$ cat src/rtl/ctl_round.sv
// Game-flow controller for one player's duck rounds: launches ducks, tracks
// ammo and round number, and decides hit, escape and game over.
module ctl_round #(
    parameter int AMMO_PER_ROUND  = 3,
    parameter int ROUNDS_PER_GAME = 10,
    parameter int ESCAPE_FRAMES   = 600,
    parameter int PAUSE_FRAMES    = 90
) (
    input  logic       clk,
    input  logic       rst,
    input  logic       new_frame,
    input  logic       start,
    input  logic       shot_fired,
    input  logic       hit,
    output logic       duck_launch,
    output logic       duck_active,
    output logic       duck_escaped,
    output logic       score_reset,
    output logic       game_over,
    output logic [3:0] ammo_ones,
    output logic [3:0] ammo_tens,
    output logic [3:0] round_ones,
    output logic [3:0] round_tens
);

    typedef enum logic [2:0] {
        IDLE         = 3'd0,
        LAUNCH       = 3'd1,
        FLYING       = 3'd2,
        HIT_PAUSE    = 3'd3,
        ESCAPE_PAUSE = 3'd4,
        GAME_OVER    = 3'd5
    } state_t;

    localparam logic [6:0]  AMMO_LOAD  = 7'(AMMO_PER_ROUND);
    localparam logic [6:0]  ROUND_LAST = 7'(ROUNDS_PER_GAME);
    localparam logic [15:0] ESC_LIMIT  = 16'(ESCAPE_FRAMES);
    localparam logic [15:0] PAUSE_LIM  = 16'(PAUSE_FRAMES);

    state_t      r_state;
    state_t      w_state_nxt;
    logic [6:0]  r_ammo;
    logic [6:0]  w_ammo_nxt;
    logic [6:0]  r_round;
    logic [6:0]  w_round_nxt;
    logic [15:0] r_frame;
    logic [15:0] w_frame_nxt;
    logic [15:0] w_frame_inc;
    logic        w_launch_nxt;
    logic        w_escaped_nxt;
    logic        w_score_reset_nxt;

    // Binary 0..99 to {tens, ones} BCD.
    function automatic logic [7:0] to_bcd(input logic [6:0] v);
        return {4'(v / 7'd10), 4'(v % 7'd10)};
    endfunction

    assign w_frame_inc = r_frame + 16'd1;

    // State and counter registers.
    always_ff @(posedge clk or negedge rst) begin
        if (!rst) begin
            r_state <= IDLE;
            r_ammo  <= 7'd0;
            r_round <= 7'd0;
            r_frame <= 16'd0;
        end else begin
            r_state <= w_state_nxt;
            r_ammo  <= w_ammo_nxt;
            r_round <= w_round_nxt;
            r_frame <= w_frame_nxt;
        end
    end

    // Next-state, counter and pulse decode; hit outranks both escape causes.
    always_comb begin
        w_state_nxt       = r_state;
        w_ammo_nxt        = r_ammo;
        w_round_nxt       = r_round;
        w_frame_nxt       = r_frame;
        w_launch_nxt      = 1'b0;
        w_escaped_nxt     = 1'b0;
        w_score_reset_nxt = 1'b0;
        case (r_state)
            IDLE, GAME_OVER: begin
                if (start) begin
                    w_state_nxt       = LAUNCH;
                    w_score_reset_nxt = 1'b1;
                    w_round_nxt       = 7'd1;
                    w_ammo_nxt        = AMMO_LOAD;
                end else begin
                    w_state_nxt = r_state;
                end
            end
            LAUNCH: begin
                w_state_nxt  = FLYING;
                w_launch_nxt = 1'b1;
                w_frame_nxt  = 16'd0;
            end
            FLYING: begin
                if (shot_fired && (r_ammo != 7'd0)) begin
                    w_ammo_nxt = r_ammo - 7'd1;
                end else begin
                    w_ammo_nxt = r_ammo;
                end
                if (hit) begin
                    w_state_nxt = HIT_PAUSE;
                    w_frame_nxt = 16'd0;
                end else if (shot_fired && (r_ammo == 7'd1)) begin
                    w_state_nxt   = ESCAPE_PAUSE;
                    w_escaped_nxt = 1'b1;
                    w_frame_nxt   = 16'd0;
                end else if (new_frame) begin
                    if (w_frame_inc == ESC_LIMIT) begin
                        w_state_nxt   = ESCAPE_PAUSE;
                        w_escaped_nxt = 1'b1;
                        w_frame_nxt   = 16'd0;
                    end else begin
                        w_frame_nxt = w_frame_inc;
                    end
                end else begin
                    w_frame_nxt = r_frame;
                end
            end
            HIT_PAUSE, ESCAPE_PAUSE: begin
                if (new_frame) begin
                    if (w_frame_inc == PAUSE_LIM) begin
                        w_frame_nxt = 16'd0;
                        if (r_round == ROUND_LAST) begin
                            w_state_nxt = GAME_OVER;
                        end else begin
                            w_state_nxt = LAUNCH;
                            w_round_nxt = r_round + 7'd1;
                            w_ammo_nxt  = AMMO_LOAD;
                        end
                    end else begin
                        w_frame_nxt = w_frame_inc;
                    end
                end else begin
                    w_frame_nxt = r_frame;
                end
            end
            default: begin
                w_state_nxt = IDLE;
            end
        endcase
    end

    // Registered outputs, derived from the values being loaded this edge.
    always_ff @(posedge clk or negedge rst) begin
        if (!rst) begin
            duck_launch  <= 1'b0;
            duck_active  <= 1'b0;
            duck_escaped <= 1'b0;
            score_reset  <= 1'b0;
            game_over    <= 1'b0;
            {ammo_tens, ammo_ones}   <= 8'd0;
            {round_tens, round_ones} <= 8'd0;
        end else begin
            duck_launch  <= w_launch_nxt;
            duck_active  <= (w_state_nxt == FLYING);
            duck_escaped <= w_escaped_nxt;
            score_reset  <= w_score_reset_nxt;
            game_over    <= (w_state_nxt == GAME_OVER);
            {ammo_tens, ammo_ones}   <= to_bcd(w_ammo_nxt);
            {round_tens, round_ones} <= to_bcd(w_round_nxt);
        end
    end

endmodule

$ cat config.mk
export PLATFORM = sky130hd
export DESIGN_NAME = ctl_round
export DESIGN_NICKNAME = d
export VERILOG_FILES = /design/src/rtl/ctl_round.sv
export SDC_FILE = /design/constraint.sdc
export NUM_CORES = 1
export LEC_CHECK = 0
export CAP_MARGIN = 20
export CORE_ASPECT_RATIO = 0.5
export CORE_MARGIN = 3
export CORE_UTILIZATION = 50
export CTS_CLUSTER_DIAMETER = 100
export CTS_CLUSTER_SIZE = 40
export DETAILED_ROUTE_END_ITERATION = 12
export GPL_TIMING_DRIVEN = 0
export MAX_ROUTING_LAYER = met4
export PLACE_DENSITY = 0.69
export SYNTH_ARGS = -nofsm -noshare
export SYNTH_HDL_FRONTEND = slang
export SYNTH_SLANG_ARGS = --single-unit
$ cat constraint.sdc
create_clock -name clk -period 12.4 [get_ports clk]
set_clock_uncertainty 0.15 [all_clocks]
set_input_delay 1.86 -clock clk [delete_from_list [all_inputs] [get_ports clk]]
set_output_delay 1.86 -clock clk [all_outputs]
set_load 0.01 [all_outputs]
* Yosys cells after proc, flatten, opt, wreduce, memory -nomap -nowiden *
Cells that the tools add are included.

word-level totals
  latch bits = 0
  bits in writable memories = 0
  memories = 0
  bits in registers = 54
  output and inout bits = 21
  ROM bits = 0
  input bits = 6
  logic and storage cells = 76

cells by class
  div/mod/pow operators = 4
  $mul = 0
  bitwise logic cells = 0
  shift operators = 0
  multiplexer cells = 35
  magnitude comparators = 0
  eq/ne operators = 13
  reductions and logical operators = 8
  add/sub/neg operators = 3

operators by type and width
  cell                                                   count
  2-to-1 mux 16 bit                                      6
  2-to-1 mux 7 bit                                       9
  case mux 16 bit (3 select lines)                       1
  2-to-1 mux 3 bit                                       8
  case mux 7 bit (3 select lines)                        1
  adder 16 x 1 -> 16 bit, second input constant          1
  equality test 16 x 10 -> 1 bit, second input constant  1
  equality test 16 x 7 -> 1 bit, second input constant   1
  divider 7 x 4 -> 7 bit, second input constant          2
  remainder unit 7 x 4 -> 7 bit, second input constant   2
  case mux 7 bit (2 select lines)                        1
  case mux 3 bit (4 select lines)                        1
  equality test 3 x 2 -> 1 bit, second input constant    3
  equality test 3 bit, second input constant             3
  2-to-1 mux 1 bit                                       8
  adder 7 x 1 -> 7 bit, second input constant            1
  equality test 7 x 1 -> 1 bit, second input constant    1
  equality test 7 x 4 -> 1 bit, second input constant    1
  nonzero test 7 bit                                     1
  subtractor 7 x 1 -> 7 bit, second input constant       1
  inequality test 4 bit, second input constant           1
  OR reduction 2 bit                                     2
  equality test 3 x 1 -> 1 bit, second input constant    1
  logical NOT 3 bit                                      1
  other kinds (4)                                        5

* Logic depth before layout (Yosys ltp) *
  word-level depth = 8
  gate-level depth with buffers = 26
  mapped depth without buffers = 26

* Worst setup path after synthesis *
No wires, ideal clock.

  path type = in2reg
  start point = in new_frame
  end point = reg ammo_ones[1]
  stages = 22
  data required time = 12156 ps
  arrival time = 5501 ps
  setup time = 94 ps
  buffers on the path = 1
  path slack = 6655 ps
  cells stage by stage = clkbuf_1 > nand2_1 > nor4_2 > o211ai_1 > and2_4 > a21oi_4 > inv_2 > a21oi_1 > a21oi_1 > xnor2_1 > ha_1 > inv_1 > a311oi_1 > a21oi_2 > a211oi_2 > a221oi_2 > xnor2_1 > inv_1 > ha_1 > inv_1 > a211oi_1 > a211oi_1

on the way
  longest elaborated chain between the ends = 3

ends and longest elaborated chain
  element                          RTL line  source
  start: declaration               11        input logic new_frame,
  2-to-1 mux 7 bit                 126       if (new_frame) begin
  case mux 7 bit (3 select lines)  84        case (r_state)
  via w_ammo_nxt[3]                43        logic [6:0] w_ammo_nxt;
  remainder unit 7 x 4 -> 7 bit    55        return {4'(v / 7'd10), 4'(v % 7'd10)};
  end signal: assignment           165       {ammo_tens, ammo_ones} <= to_bcd(w_ammo_nxt);
  end: declaration                 20        output logic [3:0] ammo_ones,

The timed path passes the listed nets, and every way through them passes these cells.
A chain may end at the register's enable or synchronous reset.

* Worst setup path in the final report *
  start point = in shot_fired
  end point = reg ammo_ones[1]

on the way
  longest elaborated chain between the ends = 4

ends and longest elaborated chain
  element                          RTL line  source
  start: declaration               13        input logic shot_fired,
  logical AND 1 bit                101       if (shot_fired && (r_ammo != 7'd0)) begin
  2-to-1 mux 7 bit                 101
  case mux 7 bit (3 select lines)  84
  via w_ammo_nxt[5]                43
  remainder unit 7 x 4 -> 7 bit    55

The timed path passes the listed nets, and every way through them passes these cells.

==> results.cfg <==
[place]
placed_area_um2 = 4424
io_buffers = 25
post-place-ws_ns = 5.739
gp_congestion = 0.8938
dp_hpwl_mm = 7.239

[global_route]
grt_pass1_wl_mm = 16.01
grt_usage_pct = 21.46
first_global_vias = 3258
grt_antenna_before_repair = 0
grt_overflow = 0
grt_max_degree = 29

[logic_synthesis]
synth-adder-area-share_pct = 3.669
synth_top_family_by_area = compound AO/OA/AOI/OAI gates
async_flop_share_pct = 100.0
synth_seq_area_share_pct = 32.34
synth_xor_area_share_pct = 2.830
yosys.area_share.simple_pct = 25.81
avgSynthCellArea_um2 = 8.263
ys_seq_elements = 52
synth.mux.area_fraction_pct = 1.803
synth-compound-area-share_pct = 26.83
synth_nets = 504
synth_cells = 487
ys_warn_count = 0
synth_ff_type = dfrtp_1
synth_area_um2 = 4024
synth_cell_types = 81
synth_edf_count = 0

[timing]
relSlewSlack_pct = 36.57
worst_pin_slew_ns = 0.9515
rsz0062_at_grt = false
fmax_mhz = 153.6
finalSetupViolCount = 0
holdWs_ns = 0.3781
period_needed_ns = 6.511
period_share_pct = 52.51
setup_slack_ns = 5.889
slew_violations = 0
hold_violations = 0
fin_setup_tns_ns = 0

[route]
drc = 0
dr.pass1.iters = 5
routed_wl_mm = 9.642
via_per_inst = 5.943
wl_per_cell_um = 15.33
via_count = 3738
drtIter0Drc = 272
detail-route-antenna-nets = 0

[finish]
layout_commonest_cell = dfrtp_1
final_cell_area_um2 = 4574
syn_to_final_growth_pct = 13.68
final_cell_mix = dfrtp_1, nor2_1, nand2_1, o21ai_0, inv_1
layout-drive-gt1-share_pct = 11.32
postLayoutCoreUtil_pct = 60.43
layout.nets = 537
diodes = 0

[worst_setup_path]
critPathCaptureType = flop
startpoint_type = input pin
cp.arrival_ns = 6.57
cp_num_buf_inv = 4
critPathSlowestCell = clkdlybuf4s50_1
crit_fanout = 10
worst_path_largest_cell_delay_ns = 0.53
crit_chain = clkdlybuf4s50_1, inv_1, a31oi_1, and3_1, nand2_1, nand3_1, o21ai_0, a21oi_4, inv_2, a21oi_1, xnor2_1, ha_1, inv_1, a311oi_1, o21ai_0, o2111ai_1, nor4_1, nor4_1, o211ai_2, and2_1, a211oi_1
crit_type = in2reg
cp.required_ns = 12.46
r2r_slack_ns = 6.30
critPathTopFamily = compound AO/OA/AOI/OAI gates

[power]
p_leak_nw = 1.938
p_per_area_nw_per_um2 = 198.2
ir_drop_mv = 0.1467

[hold_path]
hp-class = reg2reg

[run_status]
outcome = finished clean

[clocking]
path_clk_slew_ns = 0.07
postCtsSetupRepairBufs = 0
numCtsBuffers = 5
ctsHoldBuffers = 0
clkSinkCount = 52
cts_buffer_depth = 2
clk_latency_ns = 0.29
cts_root_buffer = clkbuf_16
cts_resized = 0
h-tree-depth = 2
cts_tree = yes

[floorplan]
die_x_um = 132.9
ios = 27
dieArea_um2 = 9225
core_um2 = 7570
initial_utilization_pct = 53.16
placementRows = 22
die_h_um = 69.44

[job]
cap_violations = 0
metal layers:
metal  vias up  track usage (%)  part of all wire, %
met1      1786            33.09                   54
met2        85            29.78                   41
met4         0            2.880                 0.48
met5         -                -                    0
li1       1861                -                    -
met3         6            3.913                  4.2
synthesized netlist by cell type, drive strengths merged (3+ instances only):
cell	n	area share [%]
a31oi	6	0.93
mux2i	6	1.8
nor4	12	2.9
nor2	43	4.1
dfrtp	52	32
clkbuf	13	1.2
nor3	19	2.5
and2	9	1.5
xnor2	10	2.2
nand3	23	3.0
nand4	11	2.0
o22ai	3	0.47
and4	3	0.72
nor2b	4	0.62
or2	4	0.62
o31ai	6	1.1
a22o	3	0.65
a22oi	3	0.68
a221oi	4	1.9
o21bai	3	0.56
a21o	3	0.56
o211ai	8	1.6
nand2b	8	1.2
xor2	3	0.65
nand2	38	3.5
buf	14	2.1
and3	5	0.78
a311oi	3	0.65
o21ai	42	5.5
a21oi	33	4.9
ha	11	3.4
a211oi	12	2.4
o41ai	3	0.65
or4	5	1.0
inv	36	3.4
o2111ai	3	0.65
final cells by class:
type	count	area (um2)
Sequential cell	52	1301
Clock inverter	1	7.507
Inverter	36	135.1
Tap cell	108	135.1
Buffer	27	135.1
Fill cell	666	2995
Clock buffer	7	142.6
Multi-Input combinational cell	372	2452
Timing Repair Buffer	26	265.3
kinds of logic (layout without fill, tap and decap cells):
kind of cell | Yosys count | count (layout)
flip-flops | 52 | 52
XOR/XNOR | 13 | 13
multiplexers | 6 | 6
adder cells (fa/ha/maj) | 12 | 12
AND/OR/NAND/NOR | 191 | 191
buffers and inverters | 63 | 97
AO/OA/AOI/OAI | 150 | 150
final timing paths:
check                            startpoint           end  cells after the start
worst min-delay path            r_frame[15]   r_frame[15]                      1
max in group asynchronous               rst  ammo_ones[3]                      2
worst min register to register  r_frame[15]   r_frame[15]                      1
min in group asynchronous               rst   r_frame[10]                      1
worst max register to register   r_frame[0]  ammo_ones[1]                     23
worst max-delay path             shot_fired  ammo_ones[1]                     21
through the flow:
step                total power (W)  std cells
finish                    0.0009065        629
global route              0.0009833        629
CTS                       0.0009041        629
detailed placement        0.0007567        621
global placement          0.0007493        620
floorplan                 0.0006173        487
flip-flops by register name, summed over array words and instances, names as in the netlist:
register	flops
ammo_ones	4
ammo_tens	4
duck_active	1
duck_escaped	1
duck_launch	1
game_over	1
r_ammo	6
r_frame	16
r_round	6
r_state	3
round_ones	4
round_tens	4
score_reset	1
where the power goes:
part,switching (W),internal [W]
combinational,0.000335,0.000196
sequential,0.0000266,0.000205
clock,0.0000632,0.0000806
Power figures use the tool's default switching activity.
